`src/rtl/hub75_bcm_ctrl.sv`:
```
// -----------------------------------------------------------------------------
// hub75_bcm_ctrl
//
// Purpose
//   Scans one HUB75 64x64 panel (1:32 scan) using binary-code modulation.
//   For every (row, plane) pair the controller:
//     1. shifts COLS pixels out of the frame RAM,
//     2. blanks the panel for BLANK_CYC cycles,
//     3. latches the shifted data and drives the row address,
//     4. shows the plane for BASE_ON << plane cycles.
//   All planes of a row are shown before moving to the next row. At the end of
//   a frame the front/back buffers swap if the writer has asked for it.
//
// Ports
//   i_clk          system clock
//   i_rst          synchronous reset, active high
//   i_enable       run scanning (examined in IDLE and when leaving SHOW)
//   i_swap_req     level: writer has a new frame in the back buffer
//   i_brightness   global brightness 0..15 (only with BCM_BRIGHTNESS_EN)
//   o_swap_ack     1-cycle pulse when the buffers swap
//   o_buf_sel      front buffer being read
//   o_rd_en        frame-RAM read strobe (data valid next cycle)
//   o_col          RAM column address
//   o_scan_row     RAM row address (top half; bottom half is row + ROWS)
//   o_plane        BCM plane, selects the RAM bit
//   o_panel_clk    panel shift clock
//   o_panel_lat    panel latch
//   o_panel_oe_n   panel output enable, active low
//   o_addr_out     panel row-select lines A..E
//   o_frame_done   1-cycle pulse after the last SHOW of a frame
//
// Configuration
//   BCM_BRIGHTNESS_EN  when defined, adds i_brightness. During SHOW the panel is
//                      lit only for the first ((BASE_ON<<plane)*(brightness+1))>>4
//                      cycles; the SHOW length itself is unchanged. brightness
//                      is captured in LATCH.
//
// Every output is a flop; nothing combinational reaches the pins.
// -----------------------------------------------------------------------------
module hub75_bcm_ctrl #(
    parameter int COLS      = 64,
    parameter int ROWS      = 32,
    parameter int BITS      = 5,
    parameter int BASE_ON   = 8,
    parameter int BLANK_CYC = 2,
    localparam int COL_W    = $clog2(COLS),
    localparam int ROW_W    = $clog2(ROWS),
    localparam int PLANE_W  = $clog2(BITS)
) (
    input  logic               i_clk,
    input  logic               i_rst,
    input  logic               i_enable,
    input  logic               i_swap_req,
`ifdef BCM_BRIGHTNESS_EN
    input  logic [3:0]         i_brightness,
`endif
    output logic               o_swap_ack,
    output logic               o_buf_sel,
    output logic               o_rd_en,
    output logic [COL_W-1:0]   o_col,
    output logic [ROW_W-1:0]   o_scan_row,
    output logic [PLANE_W-1:0] o_plane,
    output logic               o_panel_clk,
    output logic               o_panel_lat,
    output logic               o_panel_oe_n,
    output logic [ROW_W-1:0]   o_addr_out,
    output logic               o_frame_done
);

    // -------------------------------------------------------------------------
    // Sizing
    // -------------------------------------------------------------------------
    // One phase counter serves every state; it must reach COLS (last SHIFT
    // cycle) and the longest SHOW length minus one.
    localparam int SHOW_MAX = BASE_ON << (BITS - 1);
    localparam int CNT_MAX  = (SHOW_MAX > COLS + 1) ? SHOW_MAX : COLS + 1;
    localparam int CNT_W    = $clog2(CNT_MAX + 1);
    localparam int SL_W     = CNT_W + 1;

    localparam logic [CNT_W-1:0]   C_COLS       = CNT_W'(COLS);
    localparam logic [CNT_W-1:0]   C_BLANK_LAST = CNT_W'(BLANK_CYC - 1);
    localparam logic [COL_W-1:0]   C_COL_LAST   = COL_W'(COLS - 1);
    localparam logic [ROW_W-1:0]   C_ROW_LAST   = ROW_W'(ROWS - 1);
    localparam logic [PLANE_W-1:0] C_PLANE_LAST = PLANE_W'(BITS - 1);

    typedef enum logic [2:0] {
        ST_IDLE,
        ST_SHIFT,
        ST_BLANK,
        ST_LATCH,
        ST_SHOW
    } state_t;

    // -------------------------------------------------------------------------
    // State and counters
    // -------------------------------------------------------------------------
    state_t             r_state;
    logic [CNT_W-1:0]   r_cnt;
    logic [COL_W-1:0]   r_col;
    logic [ROW_W-1:0]   r_row;
    logic [PLANE_W-1:0] r_plane;

    // Registered pin / RAM-side outputs
    logic               r_rd_en;
    logic               r_panel_clk;
    logic               r_panel_lat;
    logic               r_panel_oe_n;
    logic [ROW_W-1:0]   r_addr_out;
    logic               r_buf_sel;
    logic               r_swap_ack;
    logic               r_frame_done;

    // Next-state values
    state_t             w_state_nxt;
    logic [CNT_W-1:0]   w_cnt_nxt;
    logic [COL_W-1:0]   w_col_nxt;
    logic [ROW_W-1:0]   w_row_nxt;
    logic [PLANE_W-1:0] w_plane_nxt;
    logic               w_frame_end;
    logic               w_show_on;

    // SHOW length of the current plane and its last counter value.
    logic [SL_W-1:0]    w_show_len;
    logic [CNT_W-1:0]   w_show_last;

    assign w_show_len  = SL_W'(BASE_ON) << r_plane;
    assign w_show_last = CNT_W'(w_show_len - SL_W'(1));

    // -------------------------------------------------------------------------
    // Next-state logic
    // -------------------------------------------------------------------------
    always_comb begin
        // NOTE: every signal written here gets a default first, so no path
        // through the case statement can leave it unassigned (no latches).
        w_state_nxt = r_state;
        w_cnt_nxt   = r_cnt + CNT_W'(1);
        w_col_nxt   = r_col;
        w_row_nxt   = r_row;
        w_plane_nxt = r_plane;
        w_frame_end = 1'b0;

        case (r_state)
            ST_IDLE: begin
                w_cnt_nxt = '0;
                if (i_enable) begin
                    w_state_nxt = ST_SHIFT;
                end
            end

            // COLS read cycles plus one trailing cycle so the last pixel's
            // panel_clk (rd_en delayed by one) still falls inside SHIFT.
            ST_SHIFT: begin
                if (r_cnt < C_COLS) begin
                    w_col_nxt = (r_col == C_COL_LAST) ? '0 : r_col + COL_W'(1);
                end
                if (r_cnt == C_COLS) begin
                    w_state_nxt = ST_BLANK;
                    w_cnt_nxt   = '0;
                end
            end

            ST_BLANK: begin
                if (r_cnt == C_BLANK_LAST) begin
                    w_state_nxt = ST_LATCH;
                    w_cnt_nxt   = '0;
                end
            end

            ST_LATCH: begin
                w_state_nxt = ST_SHOW;
                w_cnt_nxt   = '0;
            end

            // Leaving SHOW is the only point where the scan position advances
            // and where a running scan looks at i_enable again.
            ST_SHOW: begin
                if (r_cnt == w_show_last) begin
                    w_cnt_nxt   = '0;
                    w_state_nxt = i_enable ? ST_SHIFT : ST_IDLE;
                    if (r_plane == C_PLANE_LAST) begin
                        w_plane_nxt = '0;
                        if (r_row == C_ROW_LAST) begin
                            w_row_nxt   = '0;
                            w_frame_end = 1'b1;
                        end else begin
                            w_row_nxt = r_row + ROW_W'(1);
                        end
                    end else begin
                        w_plane_nxt = r_plane + PLANE_W'(1);
                    end
                end
            end

            default: begin
                w_state_nxt = ST_IDLE;
                w_cnt_nxt   = '0;
            end
        endcase
    end

    // -------------------------------------------------------------------------
    // Output-enable window
    // -------------------------------------------------------------------------
`ifdef BCM_BRIGHTNESS_EN
    // Lit length of the SHOW phase. It is computed from the live brightness
    // input while in LATCH (that value is used for the first SHOW cycle) and
    // held in r_on_len for the rest of the plane.
    logic [CNT_W-1:0]  r_on_len;
    logic [CNT_W-1:0]  w_on_len;
    logic [SL_W+3:0]   w_on_prod;

    always_comb begin
        w_on_prod = (SL_W + 4)'(w_show_len) * (SL_W + 4)'({1'b0, i_brightness} + 5'd1);
        w_on_len  = r_on_len;
        if (r_state == ST_LATCH) begin
            w_on_len = CNT_W'(w_on_prod >> 4);
        end
    end

    assign w_show_on = (w_state_nxt == ST_SHOW) && (w_cnt_nxt < w_on_len);

    always_ff @(posedge i_clk) begin
        if (i_rst) begin
            r_on_len <= '0;
        end else begin
            r_on_len <= w_on_len;
        end
    end
`else
    assign w_show_on = (w_state_nxt == ST_SHOW);
`endif

    // -------------------------------------------------------------------------
    // Registers. Outputs are derived from next-state values so each pin lines
    // up with the state it belongs to while still coming straight from a flop.
    // -------------------------------------------------------------------------
    always_ff @(posedge i_clk) begin
        // NOTE: sequential state uses non-blocking assignments only, so every
        // flop samples pre-edge values regardless of statement order.
        if (i_rst) begin
            r_state      <= ST_IDLE;
            r_cnt        <= '0;
            r_col        <= '0;
            r_row        <= '0;
            r_plane      <= '0;
            r_rd_en      <= 1'b0;
            r_panel_clk  <= 1'b0;
            r_panel_lat  <= 1'b0;
            r_panel_oe_n <= 1'b1;
            r_addr_out   <= '0;
            r_buf_sel    <= 1'b0;
            r_swap_ack   <= 1'b0;
            r_frame_done <= 1'b0;
        end else begin
            r_state      <= w_state_nxt;
            r_cnt        <= w_cnt_nxt;
            r_col        <= w_col_nxt;
            r_row        <= w_row_nxt;
            r_plane      <= w_plane_nxt;

            r_rd_en      <= (w_state_nxt == ST_SHIFT) && (w_cnt_nxt < C_COLS);
            // Shift clock trails the read strobe by one cycle, matching the
            // RAM's one-cycle read latency.
            r_panel_clk  <= r_rd_en;
            r_panel_lat  <= (w_state_nxt == ST_LATCH);
            r_panel_oe_n <= ~w_show_on;

            // Row lines change together with the latch pulse, well before the
            // panel is lit again in SHOW.
            if (w_state_nxt == ST_LATCH) begin
                r_addr_out <= r_row;
            end

            // Swap only at a frame boundary; a request raised mid-frame simply
            // stays pending until the next one.
            r_frame_done <= w_frame_end;
            r_swap_ack   <= w_frame_end & i_swap_req;
            if (w_frame_end && i_swap_req) begin
                r_buf_sel <= ~r_buf_sel;
            end
        end
    end

    // -------------------------------------------------------------------------
    // Output mapping
    // -------------------------------------------------------------------------
    assign o_swap_ack   = r_swap_ack;
    assign o_buf_sel    = r_buf_sel;
    assign o_rd_en      = r_rd_en;
    assign o_col        = r_col;
    assign o_scan_row   = r_row;
    assign o_plane      = r_plane;
    assign o_panel_clk  = r_panel_clk;
    assign o_panel_lat  = r_panel_lat;
    assign o_panel_oe_n = r_panel_oe_n;
    assign o_addr_out   = r_addr_out;
    assign o_frame_done = r_frame_done;

endmodule
```
`config.mk`:
```
export PLATFORM = sky130hd
export DESIGN_NAME = hub75_bcm_ctrl
export DESIGN_NICKNAME = d
export VERILOG_FILES = /design/src/rtl/hub75_bcm_ctrl.sv
export SDC_FILE = /design/constraint.sdc
export NUM_CORES = 1
export LEC_CHECK = 0
export CAP_MARGIN = 25
export CORE_AREA = 5 5 68 70
export DETAILED_ROUTE_END_ITERATION = 8
export DIE_AREA = 0 0 73 75
export GPL_TIMING_DRIVEN = 0
export PLACE_DENSITY = 0.77
export SLEW_MARGIN = 10
export SYNTH_ARGS = -nofsm -noshare
export SYNTH_HDL_FRONTEND = slang
export SYNTH_SLANG_ARGS = --single-unit
```
`constraint.sdc`:
```
create_clock -name i_clk -period 3.3 [get_ports i_clk]
set_clock_uncertainty 0.2 [all_clocks]
set_input_delay 0.66 -clock i_clk [delete_from_list [all_inputs] [get_ports i_clk]]
set_output_delay 0.66 -clock i_clk [all_outputs]
set_load 0.02 [all_outputs]
```
Yosys cells after proc, flatten, opt, wreduce, memory -nomap -nowiden:

Cells that the tools add are included.

* flip-flop bits (word level): 37
* bits in writable memories: 0
* memories kept: 0
* word-level logic and storage cells: 60
* ROM bits: 0
* bits in latches: 0

* reductions and logical operators: 6
* $mul: 0
* shift-type cells: 1
* divide/modulo/power cells: 0
* order comparisons: 2
* multiplexer cells: 17
* bitwise operators: 3
* eq/ne operators: 13
* add/sub/neg operators: 5

Operator list (number)
* 8-bit 2-to-1 mux: 3
* 8-bit one-hot mux with 3 select lines: 1
* 8-bit by 7-bit < comparator with 1-bit output, second input constant: 2
* 3-bit 2-to-1 mux: 5
* 3-bit one-hot mux with 5 select lines: 1
* 3-bit by 2-bit equality test with 1-bit output, second input constant: 3
* 3-bit equality test, second input constant: 3
* 8-bit by 1-bit adder with 8-bit output, second input constant: 1
* 8-bit by 1-bit equality test with 1-bit output, second input constant: 1
* 8-bit by 7-bit equality test with 1-bit output, second input constant: 1
* 8-bit equality test: 1
* 4-bit by 3-bit << shifter with 8-bit output, first input constant: 1
* 8-bit by 1-bit subtractor with 8-bit output, second input constant: 1
* 6-bit by 1-bit adder with 6-bit output, second input constant: 1
* 3-bit by 1-bit equality test with 1-bit output, second input constant: 2
* 6-bit equality test, second input constant: 1
* 6-bit 2-to-1 mux: 1
* 5-bit by 1-bit adder with 5-bit output, second input constant: 1
* 5-bit equality test, second input constant: 1
* 1-bit 2-to-1 mux: 5
* 5-bit 2-to-1 mux: 1
* 2-bit AND reduction: 2
* 3-bit by 1-bit adder with 3-bit output, second input constant: 1
* 3-bit logical NOT: 1
* other kinds (4): 6

Logic depth before layout (Yosys ltp):

Gate-level depths: netlist (run 1).

* depth after elaboration: 7
* mapped depth: 9

Worst setup path before layout (run 1):

OpenSTA, ideal clock, no wires.

* path type: reg-to-reg
* from: register r_plane[0] (netlist: o_plane[0])
* to: register r_row[0] (netlist: o_scan_row[0])
* data arrival time: 2.507 ns
* clock period less this slack: 2.828 ns
* buffers on the path: 0
* data required time: 2.979 ns
* setup slack: 0.472 ns
* stages on the path, launching flop included: 10
* cell sequence: dfxtp_1 > inv_1 > ha_1 > nand2b_1 > ha_1 > nor4b_1 > a211oi_2 > xnor2_2 > nor4_4 > mux2_4

* word-level cells in the longest chain between the ends: 4
* elaborated cells between the ends (all ways): 5

Ends and longest elaborated chain
* from (decl): line 101 `logic [PLANE_W-1:0] r_plane;`
* from (signal assigned): line 259 `r_plane <= w_plane_nxt;`
* 4-bit by 3-bit << shifter with 8-bit output: line 126 `assign w_show_len = SL_W'(BASE_ON) << r_plane;`
* 8-bit by 1-bit subtractor with 8-bit output: line 127 `assign w_show_last = CNT_W'(w_show_len - SL_W'(1));`
* 8-bit equality test: line 177 `if (r_cnt == w_show_last) begin`
* 3-bit AND reduction (no source line) *
* to (signal assigned): line 258 `r_row <= w_row_nxt;`
* to (decl): line 100 `logic [ROW_W-1:0] r_row;`

Mark *: on every way between the ends. The rest lies on a longest branch, timed or not.
A chain may end at the register's enable or synchronous reset.

Worst setup path in the final report (run 1):

* from: register r_plane[0] (netlist: o_plane[0])
* to: register r_cnt[6]

* word-level cells in the longest chain between the ends: 5

Ends and longest elaborated chain
* 4-bit by 3-bit << shifter with 8-bit output: line 126
* 8-bit by 1-bit subtractor with 8-bit output: line 127
* 8-bit equality test: line 177
* 8-bit 2-to-1 mux: line 177
* 8-bit one-hot mux with 3 select lines: line 142 `case (r_state)`
* to (signal assigned): line 256 `r_cnt <= w_cnt_nxt;`
* to (decl): line 98 `logic [CNT_W-1:0] r_cnt;`

Every way passes these cells.

==> results of run 1 <==
[power groups by stage]
| stage | sequential, mW | combinational (mW) | clock, mW |
|---|---|---|---|
| floorplan | 0.471 | 0.0266 | 0 |
| global placement | 0.467 | 0.0517 | 0 |
| detailed placement | 0.467 | 0.0531 | 0 |
| CTS | 0.457 | 0.0532 | 0.418 |
| global route | 0.458 | 0.0574 | 0.439 |
| finish | 0.457 | 0.0524 | 0.411 |
[worst max-delay path: stages (launching register included)]
cell	delay [ps]
dfxtp_1	390
inv_1	100
ha_1	250
nand2b_1	130
ha_1	220
nor4b_1	310
a211oi_2	110
xnor2_2	230
o31ai_2	680
a211oi_1	170
[per-stage QoR]
stage / instances / util / hold WS (ps) / cell area [sq um] / worst slack (ps)
after floorplan: 223 / - / 280 / 2040 / 472
after detailed placement: 302 / 0.613 / 272 / 2400 / 337
after CTS: 310 / 0.642 / 282 / 2510 / 312
final: 310 / 0.642 / 278 / 2510 / 366
after global routing: 310 / 0.642 / 298 / 2510 / 58.8
after global placement: 302 / 0.613 / 252 / 2400 / 372
[path summary, 6_finish.rpt]
path                            startpoint          end  slack [ps]
worst max-delay path            o_plane[0]     r_cnt[6]         370
worst min-delay path               o_rd_en  o_panel_clk         280
worst max register to register  o_plane[0]     r_cnt[6]         370
worst min register to register     o_rd_en  o_panel_clk         280
[registers in the layout, indices dropped and copies added, names as in the netlist]
name	flops
o_addr_out	5
o_buf_sel	1
o_col	6
o_frame_done	1
o_panel_clk	1
o_panel_lat	1
o_panel_oe_n	1
o_plane	3
o_rd_en	1
o_scan_row	5
o_swap_ack	1
r_cnt	8
r_state	3
[cell families after synthesis]
| logic type | count (synthesis) | synth area share |
|---|---|---|
| xor+xnor | 20 | 0.0894 |
| buf+inv | 23 | 0.0471 |
| flops | 37 | 0.362 |
| simple gates | 87 | 0.249 |
| mux | 12 | 0.0630 |
| fa+ha+maj | 12 | 0.0734 |
| compound gates | 32 | 0.116 |
[per-layer routing]
metal / global-route usage / wire length [um]
met5: 0 / 0
met4: 0.0553 / 59
met3: 0.0441 / 171
met2: 0.311 / 2290
met1: 0.225 / 1940
[layout by cell type (no fill, tap or decap), drive strengths merged, types with 9 or more instances in the layout]
cell type and count:
nor2 20, dfxtp 37, clkdlybuf4s50 29, inv 9
nand2 10, ha 12, clkbuf 19, xnor2 15
[final cells by class]
class,instances,share of cell area
tap,50,0.0249
clock inverter,1,0.0119
sequential,37,0.295
inverter,9,0.0134
clock buffer,7,0.0343
buffer,14,0.0249
multi-input combinational,163,0.480
timing repair buffer,29,0.115
==> key figures, run 1 <==
Synth
  – Yosys reg bits: 37
  – Synth cell count leaders: 37 x dfxtp_1, 20 x nor2_1, 14 x xnor2_1
  – Post-synthesis net count: 239
  – Post-Syn Area: 0.00204 sq mm
  – Synth Area per Inst: 9.17 sq um
  – Number of synthesized flops with an enable pin: 0
  – Cell variety after synth: 53
  – Primary FF master, synth: dfxtp_1
  – Leading area contributor after synthesis: dfxtp_1
  – Post-synth top area share: 0.362
  – Synth top area cells: dfxtp_1 36%, ha_1 7.3%, xnor2_1 6.0%
  – Ys Warns: 0
  – Cells after synthesis: 223
  – Post-synthesis sequential area ratio: 0.362
  – Count leader, synth: dfxtp_1
  – Asr flop ratio synth: 0

Setup path
  – Worst EP arrival: 2880 ps
  – Worst setup SP type: register
  – Worst setup EP type: register
  – Kind of critical path: register to register
  – Worst R2R Path Depth: 9
  – Crit path max fanout: 9
  – Critical Path RT: 3250 ps

Power and ir drop
  – Reg power frac: 0.496
  – Sw power: 200 uW
  – Combinational share of power: 0.057
  – Design Power: 920 uW
  – Internal power: 720 uW
  – VDD IR max: 241 uV
  – Sw Share: 0.217
  – Pleak: 0.908 nW
  – Power Dens Cells: 366 mW/mm^2
  – Clock Power Share: 0.447

Placed design
  – PortBufs: 29
  – Detailed placement HPWL: 3310 um
  – Routability cong.: 0.775

Clock tree
  – Post-CTS setup buffers: 0
  – Clk_lat worst skew: 290 ps
  – Hold_buf cts: 0
  – CTS tree: built
  – Post-CTS resize count: 0
  – Total CTS buffers: 5
  – Clk pin slew, worst setup/hold paths: 70 ps
  – Sink Count: 37
  – CTS Buffer Depth: 2
  – H-tree depth: 2
  – Root Buffer Master: clkbuf_8

Global route
  – Initial antenna violation count: 0
  – First-pass GRT wire length: 7730 um
  – Gr ovfl total: 0
  – Total track usage: 0.181
  – Vias in the first global route: 1659
  – Largest net degree at the start of global routing: 12

Routing
  – Mean routed wirelength per cell: 14.4 um
  – Antenna Nets Post-Route: 0
  – DRC Markers: 0
  – First-pass iteration count of the detailed router: 4
  – Drt via density: 5.44
  – DR iter-0 viols: 111
  – Final WL: 4460 um
  – Via count: 1685

Floorplan
  – Die Height: 75 um
  – Num ports: 30
  – Die Wd: 73 um
  – Core ar.: 0.00391 sq mm
  – Initial Util: 0.522
  – Die area: 0.00548 sq mm
  – FP Rows: 23

Cells and area
  – Layout area overhead: 22.9%
  – Fillers: 345
  – FF+latch area: 741 sq um
  – Layout cells sized above 1: 0.0885
  – Multi-input gate area: 0.00121 sq mm
  – Nets: 275
  – Antenna Cells: 0

STA
  – Actual slew at the worst max-slew pin: 705 ps
  – Final Max Slew Viols: 0
  – Setup Total Neg Slack: 0 ps
  – Max transition margin: 0.527
  – Final setup viols: 0
  – Final worst path period need: 2930 ps
  – Post-route clock period utilization: 0.889
  – Unrepaired setup endpoints after global routing: no
  – Fmax: 341 MHz
  – Fin. Hold Viols: 0

Worst hold path
  – Type of the worst min-delay path: register to register
  – Cells on Worst Hold Path: 1

Run
  – Max-Cap Viols: 0

Run status
  – Outcome: complete, no violations
Note: power is estimated with default switching activity, not from simulation.
==> run 2: changes to the inputs <==
REMOVE_ABC_BUFFERS = 1   (was unset)
==> key figures, run 2 (synthesized netlist as in run 1, its figures left out) <==
Setup path
  – Critical Path RT: 3290 ps (+40 ps)
  – Worst Path Buf+Inv: 1 (unchanged)
  – Kind of critical path: register to register
  – Most frequent CP cell: ha_1
  – Crit path max-delay family: simple AND/OR/NAND/NOR gates
  – Max incr delay on CP: 510 ps (-170 ps)
  – Slowest cell on crit path: nor4_4
  – Worst setup SP type: register
  – Worst EP arrival: 2930 ps (+50 ps)
  – Worst setup EP type: register
  – Cell Chain, Critical Path: inv_1 -> ha_1 -> nand2b_1 -> ha_1 -> nor4b_1 -> a211oi_2 -> xnor2_2 -> nor4_4 -> mux2_4
  – Crit path max fanout: 7 (-2)

STA
  – Final setup viols: 0 (unchanged)
  – Fin. Hold Viols: 0 (unchanged)
  – Unrepaired setup endpoints after global routing: no
  – Final Max Slew Viols: 0 (unchanged)
  – Fmax: 340 MHz (-0.25%)
  – Post-route clock period utilization: 0.891 (+0.00223)
  – Final worst path period need: 2940 ps (+7.36 ps)
  – Max transition margin: 0.377 (-0.151)
  – Actual slew at the worst max-slew pin: 922 ps (+218 ps)
  – Setup Total Neg Slack: 0 ps (unchanged)

Clock tree
  – Post-CTS setup buffers: 0 (unchanged)
  – Clk pin slew, worst setup/hold paths: 80 ps (about the same)
  – Hold_buf cts: 0 (unchanged)
  – CTS Buffer Depth: 2 (unchanged)
  – Clk_lat worst skew: 290 ps (about the same)
  – Sink Count: 37 (unchanged)
  – Root Buffer Master: clkbuf_8
  – CTS tree: built
  – Total CTS buffers: 5 (unchanged)
  – H-tree depth: 2 (unchanged)

Routing
  – Drt via density: 5.48 (+0.75%)
  – Antenna Nets Post-Route: 0 (unchanged)
  – Mean routed wirelength per cell: 13.4 um (-6.8%)
  – Final WL: 3970 um (-11%)
  – DRC Markers: 0 (unchanged)
  – Via count: 1621 (-3.8%)
  – DR iter-0 viols: 88 (-21%)
  – First-pass iteration count of the detailed router: 4 (unchanged)

Placed design
  – Detailed placement HPWL: 2860 um (-14%)
  – Routability cong.: 0.854 (+10%)
  – Dpl cells: 288 (-4.6%)
  – PortBufs: 29 (unchanged)

Floorplan
  – Die Height: 75 um (unchanged)
  – Die Wd: 73 um (unchanged)
  – Die area: 0.00548 sq mm (unchanged)
  – Core ar.: 0.00391 sq mm (unchanged)
  – Num ports: 30 (unchanged)
  – FP Rows: 23 (unchanged)
  – Initial Util: 0.522 (unchanged)

Cells and area
  – Leading cell types in the layout, fill and taps excluded: 37 x dfxtp_1, 28 x clkdlybuf4s50_1, 20 x nor2_1, 14 x xnor2_1, 12 x ha_1
  – Layout cells sized above 1: 0.0894 (+0.000969)
  – Antenna Cells: 0 (unchanged)
  – Reg with most FFs: r_cnt
  – Post-Layout Cell Count: 296 (-4.5%)
  – Commonest non-fill, non-tap cell in the layout: dfxtp_1
  – Layout area overhead: 20.3%
  – Largest register FFs: 8 (unchanged)
  – Nets: 261 (-5.1%)

Power and ir drop
  – VDD IR max: 231 uV (-4.1%)
  – Pleak: 0.880 nW (-3.1%)
  – Power Dens Cells: 371 mW/mm^2 (+1.4%)
  – Design Power: 912 uW (-0.86%)

Global route
  – Initial antenna violation count: 0 (unchanged)
  – Vias in the first global route: 1549 (-6.6%)
  – Gr ovfl total: 0 (unchanged)
  – First-pass GRT wire length: 7070 um (-8.5%)
  – Largest net degree at the start of global routing: 44 (+32)
  – Total track usage: 0.163 (-0.0179)

Run status
  – Outcome: complete, no violations

Run
  – Max-Cap Viols: 0 (unchanged)

Worst hold path
  – Type of the worst min-delay path: register to register
==> run 2: cell count changes in the layout (fill, tap and decap cells not counted), sizes merged <==
| cell | previous run | this run |
|---|---|---|
| clkdlybuf4s50 | 29 | 28 |
| clkbuf | 19 | 6 |
| buf | 2 | 1 |
| clkinvlp | 0 | 1 |
==> run 2: per-layer routing <==
metal	up-vias	wire length [um]	global-route usage
met5	-	0	0
met4	0	59	0.0594
met3	6	168	0.0387
met2	25	1860	0.268
met1	757	1880	0.209
li1	833	-	-
==> run 2: worst paths after layout <==
check             start       endpoint  slack (ps)  cells past startpoint
min reg2reg     o_rd_en    o_panel_clk         270                      1
max reg2reg  o_plane[0]  o_scan_row[0]         360                      9
max          o_plane[0]  o_scan_row[0]         360                      9
min             o_rd_en    o_panel_clk         270                      1
==> run 2: final cells by class <==
type	count	area [sq um]
fill	360	1460
multi-input combinational	163	1220
sequential	37	741
timing repair buffer	29	285
clock buffer	6	82.6
tap	50	62.6
clock inverter	2	37.5
inverter	9	33.8
==> run 2: what timing repair did <==
action	in CTS	in global routing
setup endpoints to repair	0	5
resized for setup	0	1
hold endpoints to repair	0	0
==> run 2: power breakdown <==
part	internal, mW	leakage (nW)	switching, mW	total, mW
combinational	0.0200	0.523	0.0257	0.0457
clock	0.246	0.0574	0.163	0.409
sequential	0.452	0.299	0.00615	0.458
==> run 2: through the flow <==
| stage | setup slack, ps | cell area [sq um] | util | hold WS, ps |
|---|---|---|---|---|
| CTS | 263 | 2450 | 0.626 | 270 |
| floorplan | 472 | 1980 | - | 269 |
| global route | 11.8 | 2460 | 0.628 | 297 |
| finish | 359 | 2460 | 0.628 | 265 |
| detailed placement | 283 | 2330 | 0.595 | 259 |
| global placement | 306 | 2330 | 0.597 | 249 |
==> run 2: worst register-to-register path, cell delays in order (launching register included) <==
cell and delay, ps:
dfxtp_1 400, inv_1 100, ha_1 240, nand2b_1 130
ha_1 230, nor4b_1 330, a211oi_2 120, xnor2_2 250
nor4_4 510, mux2_4 340
==> run 3: changes to the inputs <==
CORE_AREA = 2 2 68 70   (was 5 5 68 70)
DIE_AREA = 0 0 70 72   (was 0 0 73 75)
PLACE_DENSITY = 0.74   (was 0.77)
clock period = 2.7 ns   (was 3.3 ns; I/O delays follow)
==> key figures, run 3 (synthesized netlist as in run 1, its figures left out) <==
Run status
  – Outcome: complete, no violations

STA
  – Final hold slack: 259 ps (-6.62 ps)
  – Fin. Hold Viols: 0 (unchanged)
  – Fmax: 388 MHz (+14%)
  – Unrepaired setup endpoints after global routing: no
  – Actual slew at the worst max-slew pin: 743 ps (-179 ps)
  – Post-route clock period utilization: 0.955 (+0.0636)
  – Max transition margin: 0.505 (+0.128)
  – Setup Total Neg Slack: 0 ps (unchanged)
  – Fin worst setup slack: 122 ps (-237 ps)
  – Final worst path period need: 2580 ps (-363 ps)
  – Final setup viols: 0 (unchanged)
  – Final Max Slew Viols: 0 (unchanged)

Setup path
  – Crit path launch: o_plane[1]
  – Kind of critical path: register to register
  – Setup crit end: o_plane[2]
  – Flop-to-flop setup slack: 120 ps (-240 ps)
  – Worst EP arrival: 2560 ps (-370 ps)
  – Worst setup SP type: register
  – R2r endpoint: o_plane[2]
  – Crit path max fanout: 6 (-1)
  – Critical Path RT: 2690 ps (-600 ps)
  – R2R Path Start: o_plane[1]
  – Worst R2R Path Depth: 9 (unchanged)
  – Worst setup EP type: register

Floorplan
  – FP Rows: 24 (+4.3%)
  – Die Wd: 70 um (-4.1%)
  – Core ar.: 0.00426 sq mm (+9.0%)
  – Die area: 0.00504 sq mm (-7.9%)
  – Die Height: 72 um (-4.0%)
  – Initial Util: 0.479 (-0.0429)
  – Num ports: 30 (unchanged)

Cells and area
  – Finished Cell Area: 0.00264 sq mm (+7.5%)
  – FF+latch area: 747 sq um (+0.84%)
  – Layout cells sized above 1: 0.181 (+0.0917)
  – Nets: 270 (+3.4%)
  – Leading cell types in the layout, fill and taps excluded: 34 x dfxtp_1, 28 x clkdlybuf4s50_1, 20 x nor2_1, 13 x xnor2_1
  – Largest register FFs: 8 (unchanged)
  – Fillers: 372 (+3.3%)
  – Commonest non-fill, non-tap cell in the layout: dfxtp_1
  – Multi-input gate area: 0.00135 sq mm (+11%)
  – Finished Core Util: 0.620 (-0.00848)
  – Layout area overhead: 29.3%
  – Antenna Cells: 0 (unchanged)
  – Reg with most FFs: r_cnt

Clock tree
  – Sink Count: 37 (unchanged)
  – Total CTS buffers: 5 (unchanged)
  – Hold_buf cts: 0 (unchanged)
  – Clk pin slew, worst setup/hold paths: 80 ps (about the same)
  – CTS Buffer Depth: 2 (unchanged)
  – H-tree depth: 2 (unchanged)
  – Root Buffer Master: clkbuf_8
  – CTS tree: built
  – Clk_lat worst skew: 290 ps (about the same)

Routing
  – DRC Markers: 0 (unchanged)
  – First-pass iteration count of the detailed router: 4 (unchanged)
  – Antenna Nets Post-Route: 0 (unchanged)
  – Drt via density: 5.45 (-0.52%)
  – Final WL: 4310 um (+8.5%)
  – DR iter-0 viols: 44 (-50%)
  – Via count: 1667 (+2.8%)
  – Mean routed wirelength per cell: 14.1 um (+5.0%)

Global route
  – Largest net degree at the start of global routing: 44 (unchanged)
  – Gr ovfl total: 0 (unchanged)
  – Vias in the first global route: 1539 (-0.65%)
  – Total track usage: 0.171 (+0.00759)
  – First-pass GRT wire length: 6980 um (-1.3%)
  – Initial antenna violation count: 0 (unchanged)

Run
  – Max-Cap Viols: 0 (unchanged)

Worst hold path
  – Type of the worst min-delay path: register to register

Power and ir drop
  – VDD IR max: 348 uV (+51%)
  – Internal power: 779 uW (+8.6%)
  – Sw power: 228 uW (+17%)
  – Pleak: 0.932 nW (+5.9%)
  – Clock Power Share: 0.388 (-0.060)
  – Power Dens Cells: 381 mW/mm^2 (+2.7%)
  – Combinational share of power: 0.057 (+0.007)
  – Sw Share: 0.226 (+0.0129)
  – Reg power frac: 0.555 (+0.053)

Placed design
  – Pre-CTS setup slack: -337 ps (-620 ps)
  – DP Area: 0.00233 sq mm (+0.11%)
  – Routability cong.: 0.764 (-11%)
  – PortBufs: 29 (unchanged)
  – Detailed placement HPWL: 2810 um (-1.5%)
## run 3: power groups by stage
stage          sequential, mW  clock, mW  combinational (mW)
2_1_floorplan           0.577          0              0.0232
5_1_grt                 0.560      0.427              0.0632
6_report                0.559      0.391              0.0573
3_5_place_dp            0.573          0              0.0559
3_3_place_gp            0.573          0              0.0565
4_1_cts                 0.560      0.402              0.0563
## run 3: what timing repair did
| item | in CTS | in global routing |
|---|---|---|
| buffers inserted | 5 | 3 |
| resized for setup | 15 | 11 |
| pin swaps | 4 | 7 |
| setup endpoints to repair | 19 | 19 |
## run 3: routing by layer
metal,vias to the layer above,wire length (um),track usage
met1,779,1900,0.208
met4,0,53,0.0449
li1,849,-,-
met3,6,206,0.0500
met2,33,2150,0.297
met5,-,0,0
## run 3: area by class of cell
type	count	share of cell area
clock buffers	7	0.0327
inverters	9	0.0128
multi-input cells	163	0.510
flip-flops and latches	37	0.283
well taps	52	0.0246
repair buffers	38	0.137
## run 3: worst min path at each step
stage,cells after the start,end,start
final,1,o_panel_clk,o_rd_en
after CTS,1,o_panel_clk,o_rd_en
after floorplan,1,r_cnt[0],r_cnt[0]
after global routing,1,o_panel_clk,o_rd_en
after detailed placement,1,o_panel_clk,o_rd_en
after global placement,1,o_panel_clk,o_rd_en
## run 3: through the flow
step / std cells / power [mW]
after floorplan: 209 / 0.601
after global routing: 306 / 1.05
final: 306 / 1.01
after global placement: 290 / 0.629
after CTS: 302 / 1.02
after detailed placement: 290 / 0.629
## run 3: critical path, stage by stage (launching register included)
cell and delay [ps]:
dfxtp_2 370, inv_2 60, ha_1 190, nand2_1 120, ha_4 210, xnor2_1 120
nor2_1 250, nand3_4 210, nor4_4 360, mux2_2 370
